==> config.mk <==
export PLATFORM = sky130hd
export DESIGN_NAME = regfile_mp_flat
export DESIGN_NICKNAME = d
export VERILOG_FILES = /design/src/rtl/regfile_pkg.sv /design/src/rtl/regfile_mp_if.sv /design/src/rtl/regfile_scoreboard.sv /design/src/rtl/regfile_mp.sv /design/src/flat_wrapper.sv
export SDC_FILE = /design/constraint.sdc
export NUM_CORES = 2
export LEC_CHECK = 0
export CORE_UTILIZATION = 45
export DETAILED_ROUTE_END_ITERATION = 8
export DONT_BUFFER_PORTS = 1
export PLACE_DENSITY = 0.68
export SKIP_LAST_GASP = 1
export SLEW_MARGIN = 20
export SYNTH_ARGS = -nofsm -noshare
export SYNTH_HDL_FRONTEND = slang
export SYNTH_SLANG_ARGS = --single-unit
==> constraint.sdc <==
create_clock -name clk -period 3.7 [get_ports clk]
set_clock_uncertainty 0.05 [all_clocks]
set_input_delay 0.555 -clock clk [delete_from_list [all_inputs] [get_ports clk]]
set_output_delay 0.555 -clock clk [all_outputs]
set_load 0.02 [all_outputs]
==> src/rtl/regfile_pkg.sv <==
// Shared types and sizing helpers for the multi-port integer register file.
// Imported by decode, writeback and the register file itself.
package regfile_pkg;

  localparam int XLEN_D  = 32;
  localparam int NREGS_D = 32;

  function automatic int aw(input int n);
    return (n > 1) ? $clog2(n) : 1;
  endfunction

  localparam int AW_D = aw(NREGS_D);

  typedef logic [XLEN_D-1:0] rf_data_t;
  typedef logic [AW_D-1:0]   rf_addr_t;

endpackage

==> src/rtl/regfile_mp_if.sv <==
// Decode/writeback bundle for regfile_mp: read, write and allocate ports.
// master = pipeline side, slave = register file.
interface regfile_mp_if
  import regfile_pkg::*;
#(
  parameter int XLEN  = XLEN_D,
  parameter int NREGS = NREGS_D,
  parameter int NRD   = 2,
  parameter int NWR   = 1
);
  localparam int AW = aw(NREGS);

  logic [NRD-1:0][AW-1:0]   ra;
  logic [NRD-1:0][XLEN-1:0] rd;
  logic [NRD-1:0]           rd_busy;
  logic [NWR-1:0]           we;
  logic [NWR-1:0][AW-1:0]   wa;
  logic [NWR-1:0][XLEN-1:0] wd;
  logic                     alloc_en;
  logic [AW-1:0]            alloc_a;

  modport master (
    output ra, we, wa, wd,
    output alloc_en, alloc_a,
    input  rd, rd_busy
  );

  modport slave (
    input  ra, we, wa, wd,
    input  alloc_en, alloc_a,
    output rd, rd_busy
  );

endinterface

==> src/rtl/regfile_scoreboard.sv <==
// Per-register busy bits: set by allocate, cleared by writeback,
// with a combinational busy lookup per read port.
module regfile_scoreboard
  import regfile_pkg::*;
#(
  parameter int NREGS    = NREGS_D,
  parameter int NRD      = 2,
  parameter int NWR      = 1,
  parameter int BYPASS   = 1,
  parameter int ZERO_REG = 1,
  localparam int AW      = aw(NREGS)
) (
  input  logic                   clk,
  input  logic                   rst_n,
  input  logic [NRD-1:0][AW-1:0] ra_i,
  input  logic [NWR-1:0]         we_i,
  input  logic [NWR-1:0][AW-1:0] wa_i,
  input  logic                   alloc_en_i,
  input  logic [AW-1:0]          alloc_a_i,
  output logic [NRD-1:0]         rd_busy_o
);

  logic [NREGS-1:0] busy_q;
  logic [NREGS-1:0] busy_d;
  logic [NREGS-1:0] set_v;
  logic [NREGS-1:0] clr_v;

  // set wins over clear: a fresh producer overrides the retiring one
  always_comb begin
    set_v  = '0;
    clr_v  = '0;
    busy_d = '0;
    for (int r = 0; r < NREGS; r++) begin
      set_v[r] = alloc_en_i && (alloc_a_i == AW'(r));
      for (int i = 0; i < NWR; i++) begin
        if (we_i[i] && (wa_i[i] == AW'(r))) begin
          clr_v[r] = 1'b1;
        end
      end
      if (ZERO_REG != 0 && r == 0) begin
        set_v[r] = 1'b0;
        clr_v[r] = 1'b0;
      end
      busy_d[r] = set_v[r] | (busy_q[r] & ~clr_v[r]);
    end
  end

  always_ff @(posedge clk or negedge rst_n) begin
    if (!rst_n) begin
      busy_q <= '0;
    end else begin
      busy_q <= busy_d;
    end
  end

  always_comb begin
    rd_busy_o = '0;
    for (int j = 0; j < NRD; j++) begin
      rd_busy_o[j] = busy_q[ra_i[j]];
      if (BYPASS != 0 && clr_v[ra_i[j]] && !set_v[ra_i[j]]) begin
        rd_busy_o[j] = 1'b0;
      end
      if (ZERO_REG != 0 && ra_i[j] == '0) begin
        rd_busy_o[j] = 1'b0;
      end
    end
  end

endmodule

==> src/rtl/regfile_mp.sv <==
// Parametrised multi-port RV32I register file with optional
// write-to-read bypass, hardwired x0 and a busy scoreboard.
module regfile_mp
  import regfile_pkg::*;
#(
  parameter int XLEN     = XLEN_D,
  parameter int NREGS    = NREGS_D,
  parameter int NRD      = 2,
  parameter int NWR      = 1,
  parameter int BYPASS   = 1,
  parameter int ZERO_REG = 1
) (
  input  logic         clk,
  input  logic         rst_n,
  regfile_mp_if.slave  rf_bus
);

  localparam int AW = aw(NREGS);

  logic [XLEN-1:0]  rf_q   [NREGS];
  logic [XLEN-1:0]  rf_d   [NREGS];
  logic [XLEN-1:0]  wr_dat [NREGS];
  logic [NREGS-1:0] wr_hit;

  // later ports overwrite earlier ones, so the highest index wins
  function automatic logic [XLEN:0] wr_pick(
    input logic [NWR-1:0]           we,
    input logic [NWR-1:0][AW-1:0]   wa,
    input logic [NWR-1:0][XLEN-1:0] wd,
    input logic [AW-1:0]            a
  );
    logic [XLEN:0] res;
    res = '0;
    for (int i = 0; i < NWR; i++) begin
      if (we[i] && (wa[i] == a)) begin
        res = {1'b1, wd[i]};
      end
    end
    return res;
  endfunction

  always_comb begin
    wr_hit = '0;
    for (int r = 0; r < NREGS; r++) begin
      {wr_hit[r], wr_dat[r]} =
        wr_pick(rf_bus.we, rf_bus.wa, rf_bus.wd, AW'(r));
      if (ZERO_REG != 0 && r == 0) begin
        wr_hit[r] = 1'b0;
      end
      rf_d[r] = wr_hit[r] ? wr_dat[r] : rf_q[r];
    end
  end

  always_ff @(posedge clk or negedge rst_n) begin
    if (!rst_n) begin
      for (int r = 0; r < NREGS; r++) begin
        rf_q[r] <= '0;
      end
    end else begin
      for (int r = 0; r < NREGS; r++) begin
        rf_q[r] <= rf_d[r];
      end
    end
  end

  // bypass is suppressed in reset so rd reads zero from assertion on
  always_comb begin
    rf_bus.rd = '0;
    for (int j = 0; j < NRD; j++) begin
      rf_bus.rd[j] = rf_q[rf_bus.ra[j]];
      if (BYPASS != 0 && rst_n && wr_hit[rf_bus.ra[j]]) begin
        rf_bus.rd[j] = wr_dat[rf_bus.ra[j]];
      end
      if (ZERO_REG != 0 && rf_bus.ra[j] == '0) begin
        rf_bus.rd[j] = '0;
      end
    end
  end

  regfile_scoreboard #(
    .NREGS    (NREGS),
    .NRD      (NRD),
    .NWR      (NWR),
    .BYPASS   (BYPASS),
    .ZERO_REG (ZERO_REG)
  ) u_sb (
    .clk        (clk),
    .rst_n      (rst_n),
    .ra_i       (rf_bus.ra),
    .we_i       (rf_bus.we),
    .wa_i       (rf_bus.wa),
    .alloc_en_i (rf_bus.alloc_en),
    .alloc_a_i  (rf_bus.alloc_a),
    .rd_busy_o  (rf_bus.rd_busy)
  );

endmodule
==> src/flat_wrapper.sv <==
// flat-port wrapper written by rule: the top's interface ports become plain ports
module regfile_mp_flat import regfile_pkg::*;
#(
  parameter int XLEN     = XLEN_D,
  parameter int NREGS    = NREGS_D,
  parameter int NRD      = 2,
  parameter int NWR      = 1,
  parameter int BYPASS   = 1,
  parameter int ZERO_REG = 1
)
  (clk, rst_n, rf_bus_ra, rf_bus_we, rf_bus_wa, rf_bus_wd, rf_bus_alloc_en, rf_bus_alloc_a, rf_bus_rd, rf_bus_rd_busy);
  regfile_mp_if #(.XLEN(XLEN), .NREGS(NREGS), .NRD(NRD), .NWR(NWR)) rf_bus_i ();
  input  logic clk;
  input  logic rst_n;
  input wire logic [$bits(rf_bus_i.ra)-1:0] rf_bus_ra;
  input wire logic [$bits(rf_bus_i.we)-1:0] rf_bus_we;
  input wire logic [$bits(rf_bus_i.wa)-1:0] rf_bus_wa;
  input wire logic [$bits(rf_bus_i.wd)-1:0] rf_bus_wd;
  input wire logic [$bits(rf_bus_i.alloc_en)-1:0] rf_bus_alloc_en;
  input wire logic [$bits(rf_bus_i.alloc_a)-1:0] rf_bus_alloc_a;
  output wire logic [$bits(rf_bus_i.rd)-1:0] rf_bus_rd;
  output wire logic [$bits(rf_bus_i.rd_busy)-1:0] rf_bus_rd_busy;
  assign rf_bus_i.ra = rf_bus_ra;
  assign rf_bus_i.we = rf_bus_we;
  assign rf_bus_i.wa = rf_bus_wa;
  assign rf_bus_i.wd = rf_bus_wd;
  assign rf_bus_i.alloc_en = rf_bus_alloc_en;
  assign rf_bus_i.alloc_a = rf_bus_alloc_a;
  assign rf_bus_rd = rf_bus_i.rd;
  assign rf_bus_rd_busy = rf_bus_i.rd_busy;
  regfile_mp #(.XLEN(XLEN), .NREGS(NREGS), .NRD(NRD), .NWR(NWR), .BYPASS(BYPASS), .ZERO_REG(ZERO_REG)) u_core (.clk(clk), .rst_n(rst_n), .rf_bus(rf_bus_i));
endmodule
==> impl_metrics.py <==
metrics = {
    "floorplan": {
        "io_pins": 122,
        "rows": 129,
        "die_w_um": 355.9,
        "fp.dieArea_um2": 126700,
        "die_h_um": 355.9,
        "initial_core_util_pct": 45.46,
        "core_area_um2": 124000,
    },
    "sta": {
        "rsz0062_at_grt": "false",
        "layout_setup_ws_ns": -0.3895,
        "min_period_ns": 4.089,
        "holdWs_ns": -0.06490,
        "tightest_slew_ns": 1.171,
        "fin_crit_sh_pct": 110.5,
        "finalSetupViolations": 33,
        "final-max-slew-violation-count": 0,
        "hold_viol": 28,
        "max_freq_mhz": 244.5,
        "timing.slew.headroom_pct": 21.71,
    },
    "detailed_routing": {
        "ant_nets": 0,
        "wl_per_cell_um": 31.99,
        "drt_iter0_markers": 3938,
        "totalWireLength_mm": 177.0,
        "avgViaCountPerCell": 6.675,
        "dr_total_vias": 36940,
        "drc": 16,
        "drtPass1Iterations": 7,
    },
    "synth": {
        "synth-simple-area-share_pct": 3.235,
        "synth_common_cells": "1028 x mux2_2, 1023 x dfrtp_1, 503 x mux4_2",
        "synth_area_leaders": "dfrtp_1 45%, mux2_2 21%, mux4_2 20%",
        "async_flop_share_pct": 100.0,
        "synth.most_common_cell": "mux2_2",
        "ys_warn_count": 0,
        "synth.mux.area_fraction_pct": 43.13,
        "synth_seq_cells": 1023,
        "synth_nets": 3952,
        "ys.flop_type": "dfrtp_1",
        "yosys.area.top_type": "dfrtp_1",
        "syn_area_per_cell_um2": 14.47,
        "synth_top_family_by_area": "multiplexers",
        "yosysSeqAreaShare_pct": 45.42,
        "synth_xor_area_share_pct": 0.2931,
        "synth-edff-count": 0,
        "syn_area_um2": 56360,
        "synthCells": 3896,
        "synth_adder_area_share_pct": 0,
        "ys_types": 67,
        "synth-compound-area-share_pct": 4.456,
        "synth_top_area_share_pct": 45.42,
    },
    "place": {
        "preCtsSetupSlack_ns": 0.2544,
        "dpl.hpwl_mm": 94.89,
        "dpl_cell_area_um2": 58300,
        "dp.cells": 5277,
        "place_congestion": 0.8782,
        "portBuffers": 0,
    },
    "global_routing": {
        "grt_pass1_wl_mm": 258.7,
        "gr-total-overflow": 0,
        "grt_start_max_net_pins": 1028,
        "first_global_vias": 37260,
        "grt_usage_pct": 27.74,
        "grt_antenna_before_repair": 1,
    },
    "worst_setup_path": {
        "worstReg2RegEnd": "u_core.u_sb.busy_q[19]",
        "reg2reg_from": "u_core.u_sb.busy_q[19]",
        "criticalPathCategory": "input pin to primary output",
        "cp.arrival_ns": 3.48,
        "regToRegSetupSlack_ns": 2.36,
        "crit_path_max_fanout": 275,
        "cp-startpoint": "rf_bus_ra[1]",
        "critPathCaptureType": "primary output",
        "cp_data_required_time_ns": 3.09,
        "r2r_cells": 3,
        "cp-start-kind": "input pin",
        "endpoint": "rf_bus_rd[3]",
    },
    "cts": {
        "clk_latency_ns": 0.71,
        "clk_pin_slew_ns": 0.06,
        "cts_tree": "done",
        "htreeDepth": 3,
        "cts_sinks": 1023,
        "clk_path_buf_depth": 3,
        "ctsResizeCount": 0,
        "numCtsBuffers": 108,
        "cts_root_buf": "clkbuf_16",
    },
    "layout": {
        "nFillCells": 10410,
        "diodes": 0,
        "layout.nets": 3866,
        "fin_area_um2": 62690,
        "post_route_cells_drive_above_1_share_pct": 49.83,
        "fin_cells": 5534,
        "area_growth_pct": 11.24,
    },
    "pwr": {
        "peakVddDrop_uv": 415.9,
        "switchingPower_w": 0.008878,
        "power_frac_clock_pct": 33.3,
        "internal_power_w": 0.02412,
        "power_frac_seq_pct": 45.4,
        "total_leakage_power_nw": 26.57,
        "power.share.switching_pct": 26.91,
        "power_density_nw_per_um2": 526.3,
        "share_comb_of_total_power_pct": 21.3,
    },
    "flow_run": {
        "maxCapViolations": 0,
    },
    "run_status": {
        "violations": "DRC, hold timing, setup timing",
        "status": "finished, violations left",
    },
    "hold_path": {
        "holdCritPathClass": "input pin to async pin",
    },
}
-- flip-flops by register name, indices dropped and copies added, names as in the netlist --
name / count
u_core.rf_q: 992
u_core.u_sb.busy_q: 31
-- what timing repair did --
action,4_1_cts,5_1_grt
hold buffers,38,10
hold endpoints to repair,2023,234
setup endpoints to repair,0,64
setup buffers,0,0
-- cells by family after synthesis --
family,after synthesis
flip-flops,1023
buffers and inverters,447
multiplexers,1667
AO/OA/AOI/OAI,354
XOR/XNOR,18
AND/OR/NAND/NOR,387
-- per-layer routing --
metal,up-vias,wire length (µm),share of wire (%),track usage [%]
met5,-,27,0.015,0
met4,4,7680,4.3,11.85
met3,389,15550,8.8,6.233
met2,1762,82790,47,42.78
met1,19860,70960,40,37.82
li1,14920,-,-,-
-- placed cells by master, fill, tap and decap left out, drive strengths merged, types with 6 or more instances in the layout --
cell         synthesis  layout
mux2              1060    1060
dfrtp             1023    1023
mux4               503     503
buf                200     189
clkbuf             226     172
nand2              125     125
mux2i              104     104
nor2               102     102
a21oi               75      75
a221oi              74      74
o21ai               50      50
nor2b               45      45
o22ai               44      44
nand3               37      37
o32ai               35      35
dlygate4sd3          0      34
nor3                30      30
inv                 20      23
clkinv               1      22
a22o                12      12
a211oi              10      10
xor2                 9       9
xnor2                9       9
nand2b               9       9
o31ai                8       8
a2111oi              8       8
nand4                7       7
a31oi                6       6
bufinv               0       6
nor4                 6       6
-- power by group through the flow --
stage	combinational (W)	clock (W)	sequential [W]
floorplan	0.00566	0	0.0146
global placement	0.00637	0	0.0149
detailed placement	0.00652	0	0.0151
CTS	0.00674	0.0111	0.0149
global route	0.00749	0.0116	0.0152
finish	0.00704	0.0110	0.0150
-- critical path, cell delays in order --
cell	delay, ns
xnor2_1	0.60
nand2_1	0.20
o31ai_1	0.43
o311ai_4	0.27
buf_4	0.25
a21oi_1	0.41
buf_4	0.23
-- stage by stage --
stage | TNS [ns] | utilization, % | total power [W]
4_1_cts | 0 | 50.21 | 0.03274
2_1_floorplan | 0 | - | 0.02022
6_report | -5.356 | 50.58 | 0.03299
3_3_place_gp | 0 | 47.03 | 0.02129
3_5_place_dp | 0 | 47.03 | 0.02160
5_1_grt | 0 | 50.58 | 0.03430
-- final cells by class --
class                   instances  area, µm²  area share, %
flip-flops and latches       1023      25600          40.83
clock buffers                 165       3167          5.051
repair buffers                230       2340          3.732
well taps                    1637       2048          3.267
inverters                      21      83.83         0.1337
multi-input cells            2426      29070          46.37
clock inverters                32      385.4         0.6147
-- worst min path at each step --
| stage | slack [ns] | end | startpoint | cells past startpoint |
|---|---|---|---|---|
| 2_1_floorplan | 0.21 | u_core.rf_q[0] | rst_n | 0 |
| 3_3_place_gp | 0.31 | u_core.rf_q[32] | rst_n | 0 |
| 3_5_place_dp | 0.31 | u_core.rf_q[64] | rst_n | 0 |
| 4_1_cts | -0.44 | u_core.rf_q[64] | rst_n | 0 |
| 5_1_grt | 0.005 | u_core.rf_q[641] | rst_n | 2 |
| 6_report | -0.06 | u_core.rf_q[449] | rst_n | 2 |
Power figures use the tool's default switching activity.
